`config.mk`:
```
export PLATFORM = sky130hd
export DESIGN_NAME = jk_cmd_bank
export DESIGN_NICKNAME = d
export VERILOG_FILES = /design/src/rtl/jk_pkg.sv /design/src/rtl/jk_cmd_fifo.sv /design/src/rtl/jk_cmd_bank.sv
export SDC_FILE = /design/constraint.sdc
export NUM_CORES = 1
export LEC_CHECK = 0
export ABC_AREA = 1
export CAP_MARGIN = 20
export CORE_MARGIN = 5
export CORE_UTILIZATION = 47
export DETAILED_ROUTE_END_ITERATION = 10
export PLACE_DENSITY = 0.75
export SKIP_LAST_GASP = 1
export SLEW_MARGIN = 20
export SYNTH_ARGS = -nofsm -noshare
export SYNTH_HDL_FRONTEND = slang
export SYNTH_SLANG_ARGS = --single-unit
```
`constraint.sdc`:
```
create_clock -name CP -period 2.2 [get_ports CP]
set_clock_uncertainty 0.1 [all_clocks]
set_input_delay 0.66 -clock CP [delete_from_list [all_inputs] [get_ports CP]]
set_output_delay 0.66 -clock CP [all_outputs]
set_load 0.05 [all_outputs]
```
`src/rtl/jk_pkg.sv`:
```
// -----------------------------------------------------------------------------
// jk_pkg
//   Shared types for the JK command bank.
//   - jk_op_t     : 2-bit command opcode, bit order {J,K}
//   - jk_state_e  : executor FSM states
//   - jk_next()   : next state of one JK storage bit
// -----------------------------------------------------------------------------
package jk_pkg;

  typedef logic [1:0] jk_op_t;

  localparam jk_op_t OP_HOLD = 2'b00;
  localparam jk_op_t OP_CLR  = 2'b01;
  localparam jk_op_t OP_SET  = 2'b10;
  localparam jk_op_t OP_TGL  = 2'b11;

  typedef enum logic [1:0] {
    S_IDLE  = 2'd0,
    S_APPLY = 2'd1,
    S_DONE  = 2'd2
  } jk_state_e;

  // Characteristic equation of a JK flip-flop: Q+ = J&~Q | ~K&Q
  // (00 hold, 01 clear, 10 set, 11 invert).
  function automatic logic jk_next(input logic q, input logic j, input logic k);
    return (j & ~q) | (~k & q);
  endfunction

endpackage

```
`src/rtl/jk_cmd_fifo.sv`:
```
// -----------------------------------------------------------------------------
// jk_cmd_fifo
//   Circular command buffer. Pointers carry one wrap bit above the index so
//   full and empty come straight from the pointers, no separate counter.
//   A pushed entry becomes visible at head only after the push edge (no
//   bypass), so an empty FIFO never pops.
// Ports
//   CP    in   clock, rising edge
//   CD    in   synchronous active-high reset (empties the buffer)
//   push  in   write wdata at this edge (ignored when full)
//   pop   in   advance read pointer at this edge (ignored when empty)
//   wdata in   entry to write
//   head  out  oldest entry (valid when !empty)
//   full  out  DEPTH entries stored
//   empty out  no entries stored
// -----------------------------------------------------------------------------
module jk_cmd_fifo #(
  parameter int DEPTH = 4,
  parameter int DW    = 14
) (
  input  logic          CP,
  input  logic          CD,
  input  logic          push,
  input  logic          pop,
  input  logic [DW-1:0] wdata,
  output logic [DW-1:0] head,
  output logic          full,
  output logic          empty
);

  localparam int AW = $clog2(DEPTH);
  localparam logic [AW:0] PTR_ONE = (AW+1)'(1);

  logic [DW-1:0] mem [DEPTH];
  logic [AW:0]   wr_ptr;
  logic [AW:0]   rd_ptr;
  logic          do_push;
  logic          do_pop;

  assign do_push = push && !full;
  assign do_pop  = pop && !empty;

  // Same index with opposite wrap bits means the writer lapped the reader.
  assign empty = (wr_ptr == rd_ptr);
  assign full  = (wr_ptr[AW] != rd_ptr[AW]) &&
                 (wr_ptr[AW-1:0] == rd_ptr[AW-1:0]);

  assign head = mem[rd_ptr[AW-1:0]];

  always_ff @(posedge CP) begin
    if (CD) begin
      wr_ptr <= '0;
      rd_ptr <= '0;
    end else begin
      if (do_push) wr_ptr <= wr_ptr + PTR_ONE;
      if (do_pop)  rd_ptr <= rd_ptr + PTR_ONE;
    end
  end

  // Storage needs no reset: contents are only observed between the pointers.
  always_ff @(posedge CP) begin
    if (!CD && do_push) mem[wr_ptr[AW-1:0]] <= wdata;
  end

endmodule

```
`src/rtl/jk_cmd_bank.sv`:
```
// -----------------------------------------------------------------------------
// jk_cmd_bank
//   Command-driven front end for a bank of WIDTH JK storage bits. Commands
//   (op, mask, repeat) are queued in a small FIFO; an executor applies each
//   command's J/K vectors for rpt+1 cycles, and the JK register Q follows the
//   J/K vectors one edge later.
//
// Handshake: a command is accepted on a CP edge where cmd_valid && cmd_ready.
//   cmd_ready = !full, derived from the FIFO pointers only and independent of
//   cmd_valid. cmd_op/cmd_mask/cmd_rpt are don't-care while cmd_valid is low.
//
// Ports
//   CP         in   clock, rising edge
//   CD         in   synchronous active-high reset
//   cmd_valid  in   command present
//   cmd_ready  out  FIFO can accept (= !full)
//   cmd_op     in   00 hold, 01 clear, 10 set, 11 toggle ({J,K})
//   cmd_mask   in   bits affected; unmasked bits see J=K=0
//   cmd_rpt    in   extra applications (total rpt+1)
//   J, K       out  registered J/K vectors applied this cycle
//   Q          out  bank state
//   QN         out  ~Q
//   busy       out  executor not IDLE or FIFO non-empty
//   done       out  one-cycle pulse after the last application of a command
//   dbg_state  out  executor FSM state
// -----------------------------------------------------------------------------
module jk_cmd_bank
  import jk_pkg::*;
#(
  parameter int WIDTH = 8,
  parameter int DEPTH = 4,
  parameter int CNT_W = 4
) (
  input  logic             CP,
  input  logic             CD,
  input  logic             cmd_valid,
  output logic             cmd_ready,
  input  jk_op_t           cmd_op,
  input  logic [WIDTH-1:0] cmd_mask,
  input  logic [CNT_W-1:0] cmd_rpt,
  output logic [WIDTH-1:0] J,
  output logic [WIDTH-1:0] K,
  output logic [WIDTH-1:0] Q,
  output logic [WIDTH-1:0] QN,
  output logic             busy,
  output logic             done,
  output jk_state_e        dbg_state
);

  localparam int EW = 2 + WIDTH + CNT_W;

  jk_state_e        state;
  jk_op_t           act_op;
  logic [WIDTH-1:0] act_mask;
  logic [CNT_W-1:0] rpt_cnt;

  logic             fifo_push;
  logic             fifo_pop;
  logic             fifo_full;
  logic             fifo_empty;
  logic [EW-1:0]    fifo_wdata;
  logic [EW-1:0]    fifo_head;

  jk_op_t           head_op;
  logic [WIDTH-1:0] head_mask;
  logic [CNT_W-1:0] head_rpt;

  logic [WIDTH-1:0] q_next;

  // ---------------------------------------------------------------------------
  // Command FIFO
  // ---------------------------------------------------------------------------
  assign cmd_ready  = !fifo_full;
  assign fifo_push  = cmd_valid && cmd_ready;
  assign fifo_wdata = {cmd_op, cmd_mask, cmd_rpt};

  // The executor takes a new command whenever it is between commands.
  assign fifo_pop = ((state == S_IDLE) || (state == S_DONE)) && !fifo_empty;

  assign head_op   = fifo_head[EW-1 -: 2];
  assign head_mask = fifo_head[CNT_W +: WIDTH];
  assign head_rpt  = fifo_head[CNT_W-1:0];

  jk_cmd_fifo #(
    .DEPTH (DEPTH),
    .DW    (EW)
  ) u_fifo (
    .CP    (CP),
    .CD    (CD),
    .push  (fifo_push),
    .pop   (fifo_pop),
    .wdata (fifo_wdata),
    .head  (fifo_head),
    .full  (fifo_full),
    .empty (fifo_empty)
  );

  // ---------------------------------------------------------------------------
  // JK bank next state from the J/K vectors present this cycle
  // ---------------------------------------------------------------------------
  always_comb begin
    q_next = '0;
    for (int i = 0; i < WIDTH; i++) begin
      q_next[i] = jk_next(Q[i], J[i], K[i]);
    end
  end

  // ---------------------------------------------------------------------------
  // Executor FSM, repeat counter and bank register.
  // J/K/done are registered from the state in effect at the edge, so they
  // trail dbg_state by one cycle: a command popped at edge p drives J/K in
  // cycles p+1 .. p+1+rpt and pulses done in cycle p+rpt+2. The repeat counter
  // only decrements, so rpt = all-ones simply runs 2^CNT_W applications.
  // ---------------------------------------------------------------------------
  always_ff @(posedge CP) begin
    if (CD) begin
      state    <= S_IDLE;
      act_op   <= OP_HOLD;
      act_mask <= '0;
      rpt_cnt  <= '0;
      J        <= '0;
      K        <= '0;
      done     <= 1'b0;
      Q        <= '0;
    end else begin
      Q    <= q_next;
      done <= (state == S_DONE);

      if (state == S_APPLY) begin
        J <= act_mask & {WIDTH{act_op[1]}};
        K <= act_mask & {WIDTH{act_op[0]}};
      end else begin
        J <= '0;
        K <= '0;
      end

      case (state)
        S_IDLE: begin
          if (fifo_pop) begin
            act_op   <= head_op;
            act_mask <= head_mask;
            rpt_cnt  <= head_rpt;
            state    <= S_APPLY;
          end
        end
        S_APPLY: begin
          if (rpt_cnt == '0) begin
            state <= S_DONE;
          end else begin
            rpt_cnt <= rpt_cnt - 1'b1;
          end
        end
        S_DONE: begin
          if (fifo_pop) begin
            act_op   <= head_op;
            act_mask <= head_mask;
            rpt_cnt  <= head_rpt;
            state    <= S_APPLY;
          end else begin
            state <= S_IDLE;
          end
        end
        default: state <= S_IDLE;
      endcase
    end
  end

  assign QN        = ~Q;
  assign busy      = (state != S_IDLE) || !fifo_empty;
  assign dbg_state = state;

endmodule

```
== After elaboration in Yosys (flattened, before gate mapping) ==
Memories as Yosys holds them, arrays and structs flattened. A register that Yosys moved wholly into a read port is not among the register bits.
Index checks and enable logic that the tools add are counted.

* Bits in writable memories: 56
* Latch bits: 0
* Register bits: 47
* ROM bits: 0
* Memories kept: 1
* Word-level logic and storage cells: 98

{| class="wikitable"
|+ Memories
! memory !! depth !! bits a word !! read ports !! clocked after memory_dff !! write ports !! line !! text
|-
| u_fifo.mem || 4 || 14 || 1 || 1 || 1 || jk_cmd_fifo.sv:34 || <nowiki>logic [DW-1:0] mem [DEPTH];</nowiki>
|}

* Add/sub/neg operators: 3
* Multiplexer cells: 11
* Reduce and logical (&&, ||, !) cells: 20
* Div/mod/pow operators: 0
* Equal/unequal tests: 9
* $lt $le $gt $ge: 0
* Bitwise operators: 44
* Shift operators: 0
* Multipliers: 0

{| class="wikitable"
|+ Operator list
! cell !! number
|-
| $not 1->1 || 17
|-
| $and 1x1->1 || 16
|-
| $and 8x8->8 || 2
|-
| $mux 2 || 4
|-
| $mux 4 || 2
|-
| $not 8->8 || 1
|-
| $or 1x1->1 || 8
|-
| $pmux 4 s2 || 1
|-
| $add 3x1->3 const B || 2
|-
| $logic_and 1x1->1 || 6
|-
| $ne 2x1->1 const B || 3
|-
| $pmux 2 s3 || 1
|-
| $logic_not 4->1 || 1
|-
| $reduce_and 2->1 || 2
|-
| $reduce_bool 2->1 || 2
|-
| $reduce_or 2->1 || 2
|-
| $sub 4x1->4 const B || 1
|-
| $eq 3x3->1 || 1
|-
| $logic_not 1->1 || 3
|-
| $mux 1 || 3
|-
| $reduce_and 3->1 || 1
|-
| $eq 2x1->1 const B || 1
|-
| $eq 2x2->1 || 1
|-
| $eq 2x2->1 const B || 1
|-
| other kinds (4) || 5
|}

== Logic depth before layout (Yosys ltp) ==
Gate-level depths: netlist (run 1).

* Word-level depth: 8
* Mapped depth: 9
* Mapped depth without buffers: 9

== By module ==
From an unflattened synthesis (run 1), not the netlist that was laid out.

* Cells, all modules: 372
* Area total of the unflattened synthesis: 3985.1 µm²

{| class="wikitable"
|+ By module, submodules not included
! module !! cells an instance !! times used !! area an instance (µm²)
|-
| jk_cmd_fifo || 210 || 1 || 2585.0
|-
| jk_cmd_bank || 162 || 1 || 1400.1
|}

== Worst setup path before layout (run 1) ==
No wires, ideal clock.

* Kind: flip-flop to flip-flop
* From: reg u_fifo.wr_ptr[1]
* To: mem u_fifo.mem[0][0] (enable)
* Stages on the path, launching flop included: 9
* Buffers on the path: 0
* Arrival time: 1.999 ns
* Data required time: 1.715 ns
* Setup slack: -0.283 ns
* Cell sequence: dfxtp_1 inv_1 nand2_1 nand2_1 nand3_1 nand2_1 inv_1 nand2_2 nor2_1

* Cells in the longest elaborated chain, start to end: 8

{| class="wikitable"
|+ RTL lines
! item !! line !! text
|-
| start, declared || jk_cmd_fifo.sv:35 || <nowiki>logic [AW:0] wr_ptr;</nowiki>
|-
| start signal, assigned || jk_cmd_fifo.sv:55 || <nowiki>if (do_push) wr_ptr <= wr_ptr + PTR_ONE;</nowiki>
|-
| $eq 2x2->1 (*) || jk_cmd_fifo.sv:46 || <nowiki>(wr_ptr[AW-1:0] == rd_ptr[AW-1:0]);</nowiki>
|-
| $logic_and 1x1->1 (*) || jk_cmd_fifo.sv:45 || <nowiki>assign full = (wr_ptr[AW] != rd_ptr[AW]) &&</nowiki>
|-
| $logic_not 1->1 (*) || jk_cmd_bank.sv:73 || <nowiki>assign cmd_ready = !fifo_full;</nowiki>
|-
| net cmd_ready || jk_cmd_bank.sv:37 || <nowiki>output logic cmd_ready,</nowiki>
|-
| $logic_and 1x1->1 || jk_cmd_bank.sv:74 || <nowiki>assign fifo_push = cmd_valid && cmd_ready;</nowiki>
|-
| $logic_and 1x1->1 (*) || jk_cmd_fifo.sv:40 || <nowiki>assign do_push = push && !full;</nowiki>
|-
| $logic_and 1x1->1 (*) || jk_cmd_fifo.sv:62 || <nowiki>if (!CD && do_push) mem[wr_ptr[AW-1:0]] <= wdata;</nowiki>
|-
| $mux 1 (*) || jk_cmd_fifo.sv:62 ||
|-
| $mux 1 (not written as such) (*) || jk_cmd_fifo.sv:62 ||
|-
| end, declared || jk_cmd_fifo.sv:34 ||
|}

The timed path passes the listed nets; every way through them passes the cells marked *.

== Final worst setup path (run 1) ==
* From: reg u_fifo.wr_ptr[0]
* To: out busy

* Cells in the longest elaborated chain, start to end: 3

{| class="wikitable"
|+ RTL lines
! item !! line !! text
|-
| $eq 3x3->1 || jk_cmd_fifo.sv:44 || <nowiki>assign empty = (wr_ptr == rd_ptr);</nowiki>
|-
| $logic_not 1->1 || jk_cmd_bank.sv:169 || <nowiki>assign busy = (state != S_IDLE) || !fifo_empty;</nowiki>
|-
| $logic_or 1x1->1 || jk_cmd_bank.sv:169 ||
|-
| end, declared || jk_cmd_bank.sv:45 || <nowiki>output logic busy,</nowiki>
|}

No other way between the ends.

==> key figures, run 1 <==
CTS
  • Root buffer cell: clkbuf_8
  • CTS Hold Bufs: 0
  • Clock sinks: approximately 110
  • TritonCTS Buffers: 9
  • CTS tree: yes
  • Max clock buf depth: 2
  • Later-pin clock latency in the skew report: roughly 360 ps
  • Clk slew on worst S/H paths: 90 ps
  • H-tree depth: 3

Pwr
  • Clock power frac: approximately a quarter
  • Combinational cell fraction of total power: 31.9%
  • Max VDD drop: approximately 370 µV
  • Leakage power: roughly 2.0 nW
  • Overall power: roughly 5.5 mW
  • Power Internal: between 3 and 4 mW
  • Pwr/cell area: between 1000 and 1500 nW/µm²
  • Sw Share: about a third
  • Seq pwr share: approximately 45%
  • Sw Pwr: about 1.9 mW

STA
  • Final setup vio count: 0
  • Min cycle time layout: ~2100 ps
  • Slew Limit Fails: 0
  • Crit share post-route: 96.96%
  • FMAX: between 400 and 500 MHz
  • Max_slew headroom: 71.07%
  • Slew @ Worst Pin: around 430 ps
  • Final hold violations: 0
  • Min Hold Slack: roughly 340 ps

Die
  • Core area: between 8000 and 9000 µm²
  • Die Y: a little over 100 µm
  • Initial core utilization: about half
  • Row count: 33
  • Die span in x: between 100 and 150 µm
  • Total die area: between 10000 and 15000 µm²
  • I/O pin cnt: 54

Drt
  • DR vias: around 2800
  • DRT Pass-1 Iters: 4
  • Drt wl/cell: about 13 µm
  • DR DRC count: 0
  • Final wirelength: around 7200 µm
  • Vias per cell: around 4.8
  • Routed Antenna Nets: 0
  • Drt initial violations: approximately 150

Synth
  • Register area share after synthesis: 66.62%
  • Synth Warn #: 0
  • Largest family of logic cells by synthesized area: simple AND/OR/NAND/NOR gates
  • Synthesized Nets: roughly 420
  • Post-Synth Adder-Cell Area: under 10%
  • Post-Syn Instances: 400
  • Avg Cell Area, Syn: 9.991 µm²
  • Post-Synth XOR/XNOR Area: 0.6575%
  • Register bit total from synthesis: approximately 110
  • Synthesized cell area: approximately 4000 µm²
  • Synth cell types: 25
  • Simple-Gate Fraction of Synth Area: between 15 and 20%
  • Compound-Gate Fraction of Synth Area: around 8.0%
  • Multiplexer share of the synthesized area: 0%

Global routing
  • First-pass GRT wire length: 12400 µm
  • Vias in the first global route: approximately 2700
  • Largest net degree at the start of global routing: 29
  • GRT overflow: 0
  • Initial antenna violation count: 0
  • GRT Total Usage: between 10% and 20%

Hold path
  • Hold endpoint: Q[5]
  • Hold_sp: K[5]
  • Hold path depth: 1
  • Hold Path Class: reg -> reg

Setup path
  • Worst r2r src: u_fifo.rd_ptr[1]
  • Worst setup EP type: output pin
  • CP max FO: 4
  • WS Path Type: reg -> out
  • Required time worst endpoint: between 1000 and 1500 ps
  • Length in cells of the worst reg-to-reg path: 9
  • Reg2Reg Capture Point: u_fifo.mem[1][6]
  • Critical path launch point type: flip-flop
  • CP Data Arrival Time: ~1400 ps
  • Reg2Reg Setup Slack: 440 ps

Placement
  • Area after DPL: approximately 4700 µm²
  • Placed cells: about 560
  • GP Congestion: ~0.8
  • I/O Buffers: 53
  • Detailed Place HPWL: a little over 5000 µm

Layout
  • Post-route cell area: slightly below 5000 µm²
  • Most common cell after layout, fill and taps aside: nor2_1
  • Final Non-Filler Cells: approximately 570
  • Final nets: between 400 and 500
  • Fill cell count: between 600 and 700
  • ANT cells: 0
  • Layout cells sized above 1: 18.12%
  • Commonest non-fill, non-tap cells in the layout: nor2_1, edfxtp_1, nand2_1, o21ai_0, dfxtp_1
  • Area growth from synthesis to layout: 22.98%
  • Util after Layout: 59.52%

Status
  • Status: finished clean

Job
  • Maxcap violations: 0
==> state kept, by name, indices dropped and copies added, names as in the netlist, named ones only <==
| name | cells |
|---|---|
| act_op | 2 |
| K | 8 |
| rpt_cnt | 4 |
| J | 8 |
| dbg_state | 2 |
| act_mask | 8 |
| u_fifo.rd_ptr | 3 |
| Q | 8 |
| done | 1 |
| u_fifo.mem | 56 |
| u_fifo.wr_ptr | 3 |
==> metrics by stage <==
| stage | setup TNS (ps) | setup WS [ps] |
|---|---|---|
| after global routing | -5.644 | -5.644 |
| after CTS | 0 | 5.891 |
| after floorplan | 0 | 65.17 |
| after detailed placement | 0 | 12.63 |
| after global placement | 0 | 58.42 |
| final | 0 | 66.80 |
==> power by group through the flow <==
stage	clock, mW	combinational (mW)	sequential, mW
after global routing	1.39	2.02	2.49
after CTS	1.30	1.74	2.46
after global placement	0	1.68	2.50
final	1.28	1.75	2.46
after detailed placement	0	1.73	2.50
after floorplan	0	1.23	2.57
==> cell usage after synthesis <==
cell type	number	area (µm²)
nand3b_1	1	7.510
or2_1	1	6.260
nor3_1	2	10.01
buf_6	3	33.78
buf_4	1	7.510
o21ai_1	9	45.04
nand2_4	1	11.26
nand2_1	50	187.7
nand3_2	1	10.01
xor2_1	2	17.52
buf_1	1	3.750
a21oi_1	10	50.05
clkbuf_1	2	7.510
clkbuf_2	1	5.000
edfxtp_1	56	1682
nand3_1	15	75.07
inv_2	2	7.510
inv_1	43	161.4
buf_2	4	20.02
nand2_2	2	12.51
dfxtp_1	49	980.9
ha_1	6	75.07
o21ai_0	45	225.2
nor2_1	92	345.3
xnor2_1	1	8.760
==> area by class of cell <==
type / instances / area, µm² / area share (%)
multi-input cells: 238 / 1120 / 22.79
clock buffers: 10 / 127.6 / 2.597
inverters: 45 / 168.9 / 3.437
clock inverters: 6 / 90.09 / 1.833
flip-flops and latches: 105 / 2674 / 54.40
well taps: 105 / 131.4 / 2.673
repair buffers: 65 / 603.1 / 12.27
==> repair_timing <==
item	in CTS	in global routing
gates cloned	0	0
gates resized for setup	4	8
pin swaps	0	1
buffers inserted	0	2
endpoints found under the setup margin	1	1
==> routing by layer <==
| metal | vias to the layer above | track usage [%] | share of wire [%] |
|---|---|---|---|
| met2 | 67 | 24.19 | 44 |
| met5 | - | 0 | 0 |
| met4 | 0 | 8.375 | 2.7 |
| li1 | 1425 | - | - |
| met3 | 13 | 2.594 | 5.8 |
| met1 | 1260 | 20.14 | 47 |
==> how the worst max path moves through the flow <==
stage	from	endpoint	slack, ps	depth (start not counted)
CTS	u_fifo.wr_ptr[1]	busy	6	7
global placement	cmd_valid	u_fifo.mem[1][4]	60	6
finish	u_fifo.wr_ptr[0]	busy	70	7
global route	u_fifo.rd_ptr[1]	busy	-6	6
floorplan	dbg_state[0]	busy	70	4
detailed placement	cmd_valid	u_fifo.mem[1][13]	10	6
==> logic make-up (layout without fill, tap and decap cells) <==
group                      Yosys count  after routing
buffers and inverters               57            126
AOI/OAI and AO/OA                   64             64
xor gates and xnor gates             3              3
and+or+nand+nor                    165            165
adders and majority gates            6              6
DFF                                105            105
==> critical path: stages (launching register included) <==
cell and delay [ps]:
dfxtp_4 360, inv_2 80, nand2_1 70, nand2_2 90, nand3_4 90, nand2_4 70
nand3_2 80, buf_12 170
Note: power is estimated with default switching activity, not from simulation.
==> inputs of run 2 (changes only) <==
--- a/config.mk
+++ b/config.mk
@@ -11,7 +11,6 @@
 export CORE_UTILIZATION = 47
 export DETAILED_ROUTE_END_ITERATION = 10
 export PLACE_DENSITY = 0.75
-export SKIP_LAST_GASP = 1
 export SLEW_MARGIN = 20
 export SYNTH_ARGS = -nofsm -noshare
 export SYNTH_HDL_FRONTEND = slang
==> results of run 2 <==
Same layout as run 1: the final DEF is identical, and so are final timing and power.
==> inputs of run 3 (changes only) <==
--- a/config.mk
+++ b/config.mk
@@ -5,11 +5,11 @@
 export SDC_FILE = /design/constraint.sdc
 export NUM_CORES = 1
 export LEC_CHECK = 0
-export ABC_AREA = 1
 export CAP_MARGIN = 20
 export CORE_MARGIN = 5
 export CORE_UTILIZATION = 47
 export DETAILED_ROUTE_END_ITERATION = 10
+export HOLD_SLACK_MARGIN = 0.03
 export PLACE_DENSITY = 0.75
 export SLEW_MARGIN = 20
 export SYNTH_ARGS = -nofsm -noshare
==> run 3 against run 2 <==
- non-clock buffer count is 4 higher
- area after synthesis is 1.8% lower
- wire length is 10% lower
- worst setup slack gained 23 ps
- power fell by 6.1%
- critical path type unchanged
- highest routed layer unchanged
==> key figures, run 3 <==
Drt
  • DR vias: 2279 (was 2765)
  • Drt wl/cell: 14.12 µm (was 12.61 µm)
  • Routed Antenna Nets: 0 (unchanged)
  • DRT Pass-1 Iters: 4 (unchanged)
  • Final wirelength: 6481 µm (was 7239 µm)
  • DR DRC count: 0 (unchanged)
  • Vias per cell: 4.965 (was 4.817)
  • Drt initial violations: 77 (was 148)

STA
  • FMAX: 473.9 MHz (was 468.8 MHz)
  • Final hold violations: 0 (unchanged)
  • Slew Limit Fails: 0 (unchanged)
  • Final setup vio count: 0 (unchanged)
  • Min Hold Slack: 368.9 ps (was 340.2 ps)
  • Crit share post-route: 95.91% (was 96.96%)
  • RSZ-0062 raised after global routing: false
  • Slew @ Worst Pin: 662.5 ps (was 433.3 ps)
  • Min cycle time layout: 2110 ps (was 2133 ps)
  • Max_slew headroom: 55.67% (was 71.07%)
  • Final worst slack: 90.04 ps (was 66.80 ps)

Layout
  • Fill cell count: 615 (was 687)
  • Final nets: 372 (was 487)
  • Layout cells sized above 1: 28.53% (was 18.12%)
  • Area growth from synthesis to layout: 24.56% (was 22.98%)
  • ANT cells: 0 (unchanged)
  • Register area: 2670 µm² (was 2674 µm²)
  • Final Non-Filler Cells: 459 (was 574)
  • Most common cell after layout, fill and taps aside: edfxtp_1 (was nor2_1)
  • Max FFs per register: 56 (unchanged)
  • Area occupied by multi-input gates: 1184 µm² (was 1120 µm²)
  • Util after Layout: 59.76% (was 59.52%)
  • Commonest non-fill, non-tap cells in the layout: edfxtp_1, buf_4, dfxtp_1, nand2_1, nor2_1 (was nor2_1, edfxtp_1, nand2_1, o21ai_0, dfxtp_1)

Setup path
  • Reg2Reg Setup Slack: 340 ps (was 440 ps)
  • Slowest CP cell: dfxtp_2 (was dfxtp_4)
  • CP cell instances: xor2_4 -> nor2_2 -> nand2_1 -> buf_12 (was inv_2 -> nand2_1 -> nand2_2 -> nand3_4 -> nand2_4 -> nand3_2 -> buf_12)
  • WP buf/inv: 1 (was 2)
  • CP max FO: 5 (was 4)
  • Slowest Stage Delay on Critical Path: 380 ps (was 360 ps)
  • Worst setup EP type: output pin (unchanged)
  • Length in cells of the worst reg-to-reg path: 6 (was 9)
  • Reg2Reg Capture Point: u_fifo.mem[3][10] (was u_fifo.mem[1][6])
  • CP delay by family, top: flip-flops (was simple AND/OR/NAND/NOR gates)
  • Required time worst endpoint: 1440 ps (about the same)
  • WS Path Type: reg -> out (unchanged)
  • Worst r2r src: u_fifo.wr_ptr[1] (was u_fifo.rd_ptr[1])
  • Critical path launch point type: flip-flop (unchanged)
  • CP Data Arrival Time: 1350 ps (was 1370 ps)

Placement
  • GP Congestion: 0.7784 (was 0.7966)
  • Dpl ws: -55.42 ps (was 12.63 ps)
  • Detailed Place HPWL: 4661 µm (was 5122 µm)
  • I/O Buffers: 53 (unchanged)
  • Placed cells: 440 (was 556)

Global routing
  • First-pass GRT wire length: 10660 µm (was 12400 µm)
  • GRT Total Usage: 13.52% (was 15.31%)
  • Initial antenna violation count: 0 (unchanged)
  • GRT overflow: 0 (unchanged)
  • Largest net degree at the start of global routing: 26 (was 29)
  • Vias in the first global route: 2324 (was 2673)

Die
  • Initial core utilization: 47.98% (was 48.39%)
  • Die Y: 101.4 µm (was 102.2 µm)
  • Row count: 33 (unchanged)
  • I/O pin cnt: 54 (unchanged)
  • Die span in x: 101.4 µm (was 102.2 µm)
  • Core area: 8175 µm² (was 8258 µm²)
  • Total die area: 10270 µm² (was 10450 µm²)

CTS
  • H-tree depth: 3 (unchanged)
  • TritonCTS Buffers: 9 (unchanged)
  • Max clock buf depth: 2 (unchanged)
  • Later-pin clock latency in the skew report: 350 ps (was 360 ps)
  • CTS tree: yes (unchanged)
  • Clk slew on worst S/H paths: 90 ps (about the same)
  • Root buffer cell: clkbuf_8 (unchanged)
  • Clock sinks: 105 (unchanged)

Synth
  • Post-Syn Instances: 279 (was 400)
  • Number of synthesized flops with an enable pin: 56 (unchanged)
  • Register area share after synthesis: 67.88% (was 66.62%)
  • Commonest cells in the netlist: edfxtp_1, dfxtp_1, nand2_1 (was nor2_1, edfxtp_1, nand2_1)
  • Top FF cell, synth: edfxtp_1 (unchanged)
  • FFs w/ async S/R, synth: 0% (unchanged)
  • Top cell type's share of synthesized area: 42.87% (was 42.08%)
  • Synth cell types: 40 (was 25)
  • Register bit total from synthesis: 105 (unchanged)
  • Top cells by area, synth: edfxtp_1, dfxtp_1, mux4_2 (was edfxtp_1, dfxtp_1, nor2_1)
  • Synth Warn #: 0 (unchanged)
  • Most frequent cell after synthesis: edfxtp_1 (was nor2_1)
  • Avg Cell Area, Syn: 14.06 µm² (was 9.991 µm²)
  • Synthesized cell area: 3923 µm² (was 3996 µm²)
  • Synthesized Nets: 302 (was 423)
  • Yosys top cell by area: edfxtp_1 (unchanged)

Pwr
  • Clock power frac: 24.0% (was 23.3%)
  • Overall power: 5.149 mW (was 5.483 mW)
  • Combinational cell fraction of total power: 28.3% (was 31.9%)
  • Pwr/cell area: 1054 nW/µm² (was 1116 nW/µm²)
  • Max VDD drop: 439.2 µV (was 372.1 µV)
  • Leakage power: 1.846 nW (was 1.982 nW)
  • Power Internal: 3.590 mW (was 3.557 mW)
  • Sw Pwr: 1.559 mW (was 1.926 mW)
  • Sw Share: 30.28% (was 35.13%)
  • Seq pwr share: 47.6% (was 44.8%)

Hold path
  • Hold Path Class: reg -> reg (unchanged)
  • Hold path depth: 2 (was 1)
  • Hold_sp: act_mask[7] (was K[5])
  • Hold endpoint: act_mask[7] (was Q[5])

Status
  • Status: finished clean (unchanged)

Job
  • Maxcap violations: 0 (unchanged)
[run 3: per-stage QoR]
stage               setup TNS (ps)  area, µm²
detailed placement           -2833       4599
global placement             -2004       4599
finish                           0       4886
CTS                              0       4846
floorplan                        0       3923
global route                     0       4886
[run 3: how the worst max path moves through the flow]
stage	from	to	cells past startpoint
detailed placement	cmd_valid	u_fifo.mem[1][0]	5
finish	u_fifo.wr_ptr[1]	cmd_ready	4
global route	u_fifo.rd_ptr[2]	cmd_ready	3
CTS	u_fifo.wr_ptr[2]	busy	3
global placement	cmd_valid	u_fifo.mem[3][13]	5
floorplan	u_fifo.wr_ptr[1]	busy	3
[run 3: what timing repair did]
| action | CTS | global route |
|---|---|---|
| pin swaps | 1 | 3 |
| setup endpoints to repair | 2 | 2 |
| buffers inserted | 0 | 3 |
| gates resized for setup | 7 | 5 |
| hold buffers | 0 | 0 |
[run 3: power by group through the flow]
stage / Sequential (mW) / Combinational (mW) / Clock, mW
3_3_place_gp: 2.47 / 1.38 / 0
6_report: 2.45 / 1.46 / 1.24
3_5_place_dp: 2.49 / 1.40 / 0
5_1_grt: 2.49 / 1.60 / 1.36
4_1_cts: 2.46 / 1.42 / 1.28
2_1_floorplan: 2.48 / 1.03 / 0
[run 3: logic make-up (layout without fill, tap and decap cells)]
kind of cell / after synthesis / after routing / synth area share, %
adders and majority gates: 6 / 6 / 1.914
and+or+nand+nor: 86 / 86 / 10.49
buffers and inverters: 25 / 100 / 3.094
DFF: 105 / 105 / 67.88
xor gates and xnor gates: 7 / 7 / 1.946
muxes: 16 / 16 / 8.549
AOI/OAI and AO/OA: 34 / 34 / 6.124
[run 3: worst register-to-register path: cells and delay by family, from the launching register on]
| family | cells | cell delay, ps |
|---|---|---|
| buffers and inverters | 2 | 320 |
| AND/OR/NAND/NOR | 2 | 340 |
| XOR/XNOR | 1 | 200 |
| flip-flops | 1 | 380 |
| AO/OA/AOI/OAI | 1 | 290 |
[run 3: routing by layer]
metal	GRT usage (%)	wire [µm]	vias to the layer above
li1	-	-	1145
met1	16.76	2827	1070
met5	0	0	-
met2	22.74	3177	57
met4	4.703	53	0
met3	3.857	424	7
[run 3: cell type report]
class                           count  area share (%)
Clock buffer                       11           2.689
Clock inverter                      5           1.639
Inverter                           15           1.152
Multi-Input combinational cell    149           24.23
Sequential cell                   105           54.65
Tap cell                          105           2.689
Timing Repair Buffer               69           12.96
